--- src/rtl/notch_mac_sequencer.sv ---
// Serial five-tap MAC controller for a biquad notch filter: one shared multiplier and accumulator,
// shadow/active coefficient banks, x/y history, and valid/ready sample handshakes.
module notch_mac_sequencer #(
   parameter int unsigned WIDTH = 16,
   parameter int unsigned FRAC  = 14,
   parameter int unsigned ACC_W = 36
) (
   input  logic                    clk,
   input  logic                    reset,
   input  logic signed [WIDTH-1:0] x_in,
   input  logic                    x_valid,
   output logic                    x_ready,
   output logic signed [WIDTH-1:0] y_out,
   output logic                    y_valid,
   input  logic                    y_ready,
   input  logic                    coef_we,
   input  logic [2:0]              coef_addr,
   input  logic signed [WIDTH-1:0] coef_wdata,
   input  logic                    coef_commit,
   output logic                    commit_pend,
   input  logic                    hist_clear,
   output logic                    busy
);

   typedef enum logic [1:0] {StIdle, StMac, StOut} state_e;

   // Bank order: b0, b1, b2, a1, a2
   localparam logic signed [WIDTH-1:0] DefCoef [5] = '{
      WIDTH'(16384), WIDTH'(-26453), WIDTH'(16384), WIDTH'(-26453), WIDTH'(15400)
   };

   state_e state_q, state_d;

   logic signed [WIDTH-1:0]   shadow_q [5];
   logic signed [WIDTH-1:0]   shadow_d [5];
   logic signed [WIDTH-1:0]   active_q [5];
   logic signed [WIDTH-1:0]   x_q, x1_q, x2_q, y1_q, y2_q, y_out_q;
   logic signed [ACC_W-1:0]   acc_q;
   logic [2:0]                tap_q;
   logic                      commit_pend_q;
   logic                      clr_pend_q;

   logic signed [WIDTH-1:0]   coef_sel, data_sel;
   logic signed [2*WIDTH-1:0] product;
   logic signed [ACC_W-1:0]   prod_ext, acc_sum, shifted;
   logic signed [WIDTH-1:0]   y_sat;
   logic                      accept, leave_out, apply_commit, hist_zero;

   assign accept    = (state_q == StIdle) && x_valid;
   assign leave_out = (state_q == StOut) && y_ready;

   // Idle commits apply at once unless a sample is taken that edge; others wait for Idle entry.
   assign apply_commit = ((state_q == StIdle) && coef_commit && !x_valid) ||
                         (leave_out && (commit_pend_q || coef_commit));
   assign hist_zero    = (hist_clear && (state_q != StMac)) || (leave_out && clr_pend_q);

   always_comb begin
      coef_sel = '0;
      data_sel = '0;
      case (tap_q)
         3'd0: begin coef_sel = active_q[0]; data_sel = x_q;  end
         3'd1: begin coef_sel = active_q[1]; data_sel = x1_q; end
         3'd2: begin coef_sel = active_q[2]; data_sel = x2_q; end
         3'd3: begin coef_sel = active_q[3]; data_sel = y1_q; end
         3'd4: begin coef_sel = active_q[4]; data_sel = y2_q; end
         default: ;
      endcase
   end

   assign product  = coef_sel * data_sel;
   assign prod_ext = {{(ACC_W-2*WIDTH){product[2*WIDTH-1]}}, product};
   assign acc_sum  = (tap_q >= 3'd3) ? (acc_q - prod_ext) : (acc_q + prod_ext);
   assign shifted  = acc_sum >>> FRAC;

   always_comb begin
      if (shifted[ACC_W-1:WIDTH-1] == {(ACC_W-WIDTH+1){shifted[ACC_W-1]}}) begin
         y_sat = shifted[WIDTH-1:0];
      end else if (shifted[ACC_W-1]) begin
         y_sat = {1'b1, {(WIDTH-1){1'b0}}};
      end else begin
         y_sat = {1'b0, {(WIDTH-1){1'b1}}};
      end
   end

   always_comb begin
      for (int i = 0; i < 5; i++) begin
         shadow_d[i] = shadow_q[i];
         if (coef_we && (coef_addr == 3'(i))) shadow_d[i] = coef_wdata;
      end
   end

   always_comb begin
      state_d = state_q;
      unique case (state_q)
         StIdle:  if (x_valid) state_d = StMac;
         StMac:   if (tap_q == 3'd4) state_d = StOut;
         StOut:   if (y_ready) state_d = StIdle;
         default: state_d = StIdle;
      endcase
   end

   always_comb begin
      x_ready     = (state_q == StIdle);
      busy        = (state_q != StIdle);
      y_valid     = (state_q == StOut);
      y_out       = y_out_q;
      commit_pend = commit_pend_q;
   end

   always_ff @(posedge clk) begin
      if (reset) begin
         state_q       <= StIdle;
         shadow_q      <= DefCoef;
         active_q      <= DefCoef;
         x_q           <= '0;
         x1_q          <= '0;
         x2_q          <= '0;
         y1_q          <= '0;
         y2_q          <= '0;
         y_out_q       <= '0;
         acc_q         <= '0;
         tap_q         <= '0;
         commit_pend_q <= 1'b0;
         clr_pend_q    <= 1'b0;
      end else begin
         state_q  <= state_d;
         shadow_q <= shadow_d;

         if (apply_commit) begin
            active_q      <= shadow_d;
            commit_pend_q <= 1'b0;
         end else if (coef_commit) begin
            commit_pend_q <= 1'b1;
         end

         if (accept) begin
            x_q   <= x_in;
            acc_q <= '0;
            tap_q <= '0;
         end else if (state_q == StMac) begin
            acc_q <= acc_sum;
            tap_q <= tap_q + 3'd1;
            if (tap_q == 3'd4) y_out_q <= y_sat;
         end

         if (leave_out) begin
            clr_pend_q <= 1'b0;
         end else if ((state_q == StMac) && hist_clear) begin
            clr_pend_q <= 1'b1;
         end

         if (hist_zero) begin
            x1_q <= '0;
            x2_q <= '0;
            y1_q <= '0;
            y2_q <= '0;
         end else if (leave_out) begin
            x2_q <= x1_q;
            x1_q <= x_q;
            y2_q <= y1_q;
            y1_q <= y_out_q;
         end
      end
   end

endmodule

--- config.mk ---
export PLATFORM = sky130hd
export DESIGN_NAME = notch_mac_sequencer
export DESIGN_NICKNAME = d
export VERILOG_FILES = /design/src/rtl/notch_mac_sequencer.sv
export SDC_FILE = /design/constraint.sdc
export NUM_CORES = 1
export LEC_CHECK = 0
export CELL_PAD_IN_SITES_DETAIL_PLACEMENT = 0
export CELL_PAD_IN_SITES_GLOBAL_PLACEMENT = 1
export CORE_MARGIN = 3
export CORE_UTILIZATION = 45
export CTS_CLUSTER_SIZE = 14
export DETAILED_ROUTE_END_ITERATION = 12
export HOLD_SLACK_MARGIN = 0.15
export PLACE_DENSITY = 0.84
export REMOVE_ABC_BUFFERS = 1
export SETUP_SLACK_MARGIN = 0.05
export SLEW_MARGIN = 0
export SYNTH_ARGS = -nofsm -noshare
export SYNTH_HDL_FRONTEND = slang
export SYNTH_SLANG_ARGS = --single-unit
--- constraint.sdc ---
create_clock -name clk -period 24.1 [get_ports clk]
set_input_delay 6.025 -clock clk [delete_from_list [all_inputs] [get_ports clk]]
set_output_delay 6.025 -clock clk [all_outputs]
set_load 0.01 [all_outputs]
---- Word level (Yosys, flattened, before mapping) ----
Cells that the tools add are included.
storage, ports and cells
  bits of input ports ..................... 42
  register bits ........................... 299
  output and inout bits ................... 20
  logic and storage cells ................. 83
operators by class
  $lt $le $gt $ge ......................... 1
  reduce and logical (&&, ||, !) cells .... 27
  eq/ne operators ......................... 15
  $add $sub $neg .......................... 3
  multipliers ............................. 1
  bitwise operators ....................... 1
  multiplexer cells ....................... 14
operators by type and width
  operator                                                            number
  case mux 16 bit (5 select lines)                                    2
  two-way mux 16 bit                                                  7
  adder 36 x 32 -> 36 bit                                             1
  two-way mux 36 bit                                                  1
  subtractor 36 x 32 -> 36 bit                                        1
  multiplier 16 x 16 -> 32 bit                                        1
  logical AND 1 bit                                                   13
  equality test 3 x 2 -> 1 bit (second input constant)                4
  OR reduction 2 bit                                                  4
  equality test 3 x 1 -> 1 bit (second input constant)                2
  equality test 3 bit (second input constant)                         2
  equality test 6 bit                                                 1
  logical NOT 3 bit                                                   2
  two-way mux 2 bit                                                   3
  case mux 2 bit (3 select lines)                                     1
  AND reduction 3 bit                                                 2
  inequality test 2 x 1 -> 1 bit (second input constant)              2
  inequality test 2 bit (second input constant)                       2
  adder 3 x 1 -> 3 bit (second input constant)                        1
  greater-or-equal comparator 3 x 2 -> 1 bit (second input constant)  1
  logical OR 1 bit                                                    3
  equality test 2 x 1 -> 1 bit (second input constant)                1
  equality test 2 bit (second input constant)                         1
  logical NOT 2 bit                                                   1
  3 further kinds                                                     3

---- Longest topological paths before layout ----
  word-level depth ........................ 7
  gate-level depth with buffers ........... 49
  mapped depth without buffers ............ 43

---- Worst setup path after synthesis ----
OpenSTA, ideal clock, no wires.
  path kind ............................... reg-to-reg
  from .................................... reg tap_q[0]
  to ...................................... reg y_out_q[10] (netlist: y_out[10])
  required time ........................... 23.952 ns
  arrival ................................. 10.481 ns
  clock period less this slack ............ 10.630 ns
  library setup time ...................... 0.148 ns
  path buffers ............................ 6
  stages on the path, launching flop included .. 48
  path slack .............................. 13.470 ns
  path through ............................ dfxtp_1 > inv_1 > ha_1 > clkbuf_1 > and2_0 > clkbuf_1 > clkbuf_1 > a222oi_1 > o21a_1 > clkbuf_1 > nor2_1 > fa_1 > inv_1 > fa_1 > fa_1 > fa_1 > inv_1 > fa_1 > [12 not listed] > nand4_1 > nand2_1 > xnor2_1 > ha_1 > clkbuf_1 > a21oi_1 > o21ai_0 > a2111oi_0 > nor3b_1 > a211o_1 > nor2_1 > o21bai_1 > a21oi_1 > xnor2_1 > or4_1 > o31ai_2 > buf_6 > a2111oi_2
on the way
  word-level cells in the longest chain between the ends .. 7
  elaborated cells on any way between the ends .. 16
  those cells by class .................... add/sub: 2; mul: 1; order compare: 1; eq/ne: 5; mux: 5; reduce/logical: 2
RTL lines
  item                                                                            RTL line  RTL
  from (decl)                                                                     39        logic [2:0] tap_q;
  from (signal assigned)                                                          142       tap_q <= tap_q + 3'd1;
  equality test 3 bit (tied with other cells)                                     60, 143
  case mux 16 bit (5 select lines)                                                60        case (tap_q)
  multiplier 16 x 16 -> 32 bit                                                    70        assign product = coef_sel * data_sel;
  adder 36 x 32 -> 36 bit / subtractor 36 x 32 -> 36 bit (equally long branches)  72        assign acc_sum = (tap_q >= 3'd3) ? (acc_q - prod_ext) : (acc_q + prod_ext);
  two-way mux 36 bit                                                              72
  equality test 6 bit / two-way mux 16 bit (equally long branches)                76, 78
  two-way mux 16 bit                                                              76        if (shifted[ACC_W-1:WIDTH-1] == {(ACC_W-WIDTH+1){shifted[ACC_W-1]}}) begin
  to (signal assigned)                                                            143       if (tap_q == 3'd4) y_out_q <= y_sat;
  to (decl)                                                                       37        logic signed [WIDTH-1:0] x_q, x1_q, x2_q, y1_q, y2_q, y_out_q;
Parallel ways exist; a longest one is shown, timed or not.
A chain may end at the register's enable or synchronous reset.

---- Worst setup path in the final report ----
  from .................................... reg tap_q[0]
  to ...................................... reg y_out_q[0] (netlist: y_out[0])
Same word-level chain as after synthesis.

==> flow_metrics.py <==
metrics = {
    "synth": {
        "synth_cells": 2819,
        "async_flop_share": 0,
        "syn-cell-area_sq_um": 23730,
        "synth_xor_xnor_area_share": 0.03344,
        "synth-simple-area-share": 0.1739,
        "yosysSeqAreaShare": 0.2523,
        "ys.warnings.count": 0,
        "yosys_register_bits": 299,
        "synth_cell_types": 80,
        "synth_top_family_by_area": "adder cells",
        "synth_compound_area_frac": 0.1772,
        "synth-main-ff-cell": "dfxtp_1",
        "synth-edff-count": 0,
        "synth_area_per_cell_sq_um": 8.416,
        "muxShareOfSynthArea": 0.0004219,
        "yosys.area_share.adder": 0.2868,
    },
    "power": {
        "intPower_mw": 1.161,
        "p_leak_nw": 11.49,
        "p_comb_frac": 0.487,
        "ir_drop_uv": 66.04,
        "switching_share": 0.4269,
        "p_switching_mw": 0.8648,
        "power.density_nw_per_um2": 78.22,
        "seqPwrFrac": 0.266,
        "power.clock.fraction": 0.248,
    },
    "hold_path": {
        "hold_class": "reg -> reg",
    },
    "floorplan": {
        "die-area_sq_um": 55510,
        "row_count": 83,
        "coreArea_sq_um": 51720,
        "start_util": 0.4588,
        "die_w_um": 235.6,
        "io_pins": 62,
        "die_h_um": 235.6,
    },
    "place": {
        "dp_cells": 3436,
        "io_buffers": 61,
        "gp_congestion": 0.9258,
        "place_hpwl_um": 52890,
    },
    "cts": {
        "clock_latency_ns": 0.58,
        "clockRootBuffer": "clkbuf_16",
        "cts.repair.resized": 0,
        "cts.path.max_buffers": 3,
        "clock-sinks": 299,
        "cts_hold_buffers": 0,
        "post_cts.repair.setup_buffers": 0,
        "htreeDepth": 1,
        "clkSlewWorstSetupHoldPaths_ns": 0.06,
        "cts_tree": "done",
        "numCtsBuffers": 31,
    },
    "route": {
        "drtIter0Drc": 1438,
        "drt.antenna.violating_nets": 0,
        "via_count": 19720,
        "routed_wl_um": 69200,
        "first_pass_iters": 6,
        "viasPerCell": 5.643,
        "wl_per_cell_um": 19.81,
        "drc": 0,
    },
    "final_layout": {
        "drive_above_1_share": 0.04726,
        "diodes": 0,
        "final_common_cell": "nand2_1",
        "final.fill_count": 4920,
        "final_cell_count_no_fill": 3494,
        "final_cell_mix": "nand2_1, inv_1, dfxtp_1, fa_1, nor2_1",
        "final_util": 0.5008,
        "area_growth_pct": 9.171,
        "fin_nets": 3217,
    },
    "timing": {
        "setup_tns_ns": 0,
        "maxSlewViolCount": 0,
        "period_minus_slack_ns": 12.61,
        "fin_skew_ns": 0.01125,
        "setup_viol": 0,
        "holdWs_ns": 0.4545,
        "hold_viol_final": 0,
        "post-route-period-util": 0.5233,
        "worst_slew_pin_slew_ns": 1.250,
        "maxSlewHeadroom": 0.1612,
        "rsz0062_at_grt": "no",
        "max_freq_mhz": 79.30,
    },
    "critical_path": {
        "worstPathMaxFanout": 29,
        "reg2reg_setup_slack_ns": 11.49,
        "crit_required_ns": 24.52,
        "slowest_stage": "a41oi_4",
        "endpoint_kind": "flip-flop",
        "start_kind": "flip-flop",
        "cp.arrival_ns": 13.03,
        "critPathMostFrequentCell": "fa_1",
        "critical_path.top_delay_family": "compound AO/OA/AOI/OAI gates",
        "crit_buf_inv": 7,
        "path_class": "reg -> reg",
        "cp_slowest_stage_delay_ns": 0.61,
    },
    "global_route": {
        "overflow": 0,
        "grt_first_pass_wirelength_um": 111200,
        "antenna_found_initial": 0,
        "grt_start_max_net_pins": 69,
        "grt_use_total": 0.2478,
        "grt_pass1_vias": 20200,
    },
    "status": {
        "status": "completed",
    },
    "flow_run": {
        "drv_cap": 0,
    },
}
==> metrics by stage <==
step / cell area, sq um / setup WS, ns / total power, mW
floorplan: 23130 / 12.52 / 1.224
global placement: 24830 / 11.69 / 1.509
detailed placement: 24830 / 11.68 / 1.517
CTS: 25900 / 11.60 / 2.029
global route: 25900 / 10.69 / 2.145
finish: 25900 / 11.49 / 2.026
==> Yosys cell counts (3+ instances only) <==
cell type / count / share of area
a211oi_1: 15 / 0.0047
o31ai_1: 9 / 0.0028
a21o_1: 32 / 0.010
nand3_1: 32 / 0.0068
a222oi_1: 23 / 0.0097
a221oi_2: 3 / 0.0019
o21ai_1: 12 / 0.0025
nor2_1: 249 / 0.039
nand3b_1: 26 / 0.0082
fa_1: 263 / 0.22
inv_1: 322 / 0.051
a211o_1: 4 / 0.0015
a21oi_1: 219 / 0.046
a22oi_1: 32 / 0.010
o21a_1: 34 / 0.011
or2_2: 13 / 0.0034
nor2b_1: 10 / 0.0026
ha_1: 123 / 0.065
o22a_1: 56 / 0.021
a21boi_0: 4 / 0.0013
a32oi_1: 4 / 0.0015
nor4_1: 5 / 0.0013
nand2_1: 528 / 0.084
a22o_1: 26 / 0.0096
buf_2: 4 / 0.00084
and4_1: 7 / 0.0026
xor2_1: 39 / 0.014
buf_1: 12 / 0.0019
dfxtp_1: 299 / 0.25
nor3_1: 19 / 0.0040
and3_1: 11 / 0.0029
o211ai_1: 9 / 0.0028
a311o_1: 3 / 0.0013
o21bai_1: 4 / 0.0013
a2111oi_2: 11 / 0.0070
nand2b_1: 19 / 0.0050
nand4_1: 12 / 0.0032
and2_1: 20 / 0.0053
xnor2_1: 49 / 0.018
a311oi_1: 4 / 0.0015
a31oi_1: 17 / 0.0045
or3_1: 5 / 0.0013
o21ai_0: 50 / 0.011
a2111oi_0: 5 / 0.0018
clkbuf_1: 134 / 0.021
==> routing by layer <==
| metal | up-vias | global-route usage | wire length (um) |
|---|---|---|---|
| li1 | 9238 | - | - |
| met1 | 9715 | 0.3191 | 29640 |
| met2 | 611 | 0.4347 | 33570 |
| met3 | 151 | 0.02788 | 3324 |
| met4 | 0 | 0.08038 | 2672 |
| met5 | - | 0 | 0 |
==> area by class of cell <==
| cell class | count | area [sq um] | area share |
|---|---|---|---|
| Inverter | 322 | 1209 | 0.04666 |
| Timing Repair Buffer | 89 | 818.3 | 0.03159 |
| Sequential cell | 299 | 5986 | 0.2311 |
| Tap cell | 680 | 850.8 | 0.03285 |
| Multi-Input combinational cell | 2046 | 15960 | 0.6163 |
| Clock inverter | 15 | 183.9 | 0.007101 |
| Clock buffer | 43 | 890.9 | 0.03439 |
==> worst min-delay path: cells and delay by family, from the launching register on <==
kind               cells  cell delay [ns]
AOI/OAI and AO/OA      1             0.05
DFF                    1             0.31
and+or+nand+nor        1             0.05
==> registers in the layout (all words and copies together) (netlist names) <==
register / cells
active_q: 80
shadow_q: 80
acc_q: 36
x1_q: 16
x2_q: 16
x_q: 16
y1_q: 16
y2_q: 16
y_out: 16
tap_q: 3
state_q: 2
clr_pend_q: 1
commit_pend: 1
==> cells by family after synthesis <==
logic type | Yosys count
and+or+nand+nor | 967
AOI/OAI and AO/OA | 603
buffers and inverters | 474
adders and majority gates | 386
DFF | 299
xor gates and xnor gates | 89
muxes | 1
==> final timing paths <==
path            start        to  depth (start not counted)
min reg2reg   x2_q[1]   x2_q[1]                          2
max reg2reg  tap_q[0]  y_out[0]                         42
min           x2_q[1]   x2_q[1]                          2
max          tap_q[0]  y_out[0]                         42
==> power groups by stage <==
stage	Clock, mW	Combinational (mW)	Sequential (mW)
after global placement	0	0.961	0.548
after global routing	0.530	1.08	0.541
final	0.502	0.986	0.538
after detailed placement	0	0.969	0.548
after floorplan	0	0.680	0.544
after CTS	0.510	0.982	0.538
(Power assumes the default switching activity.)
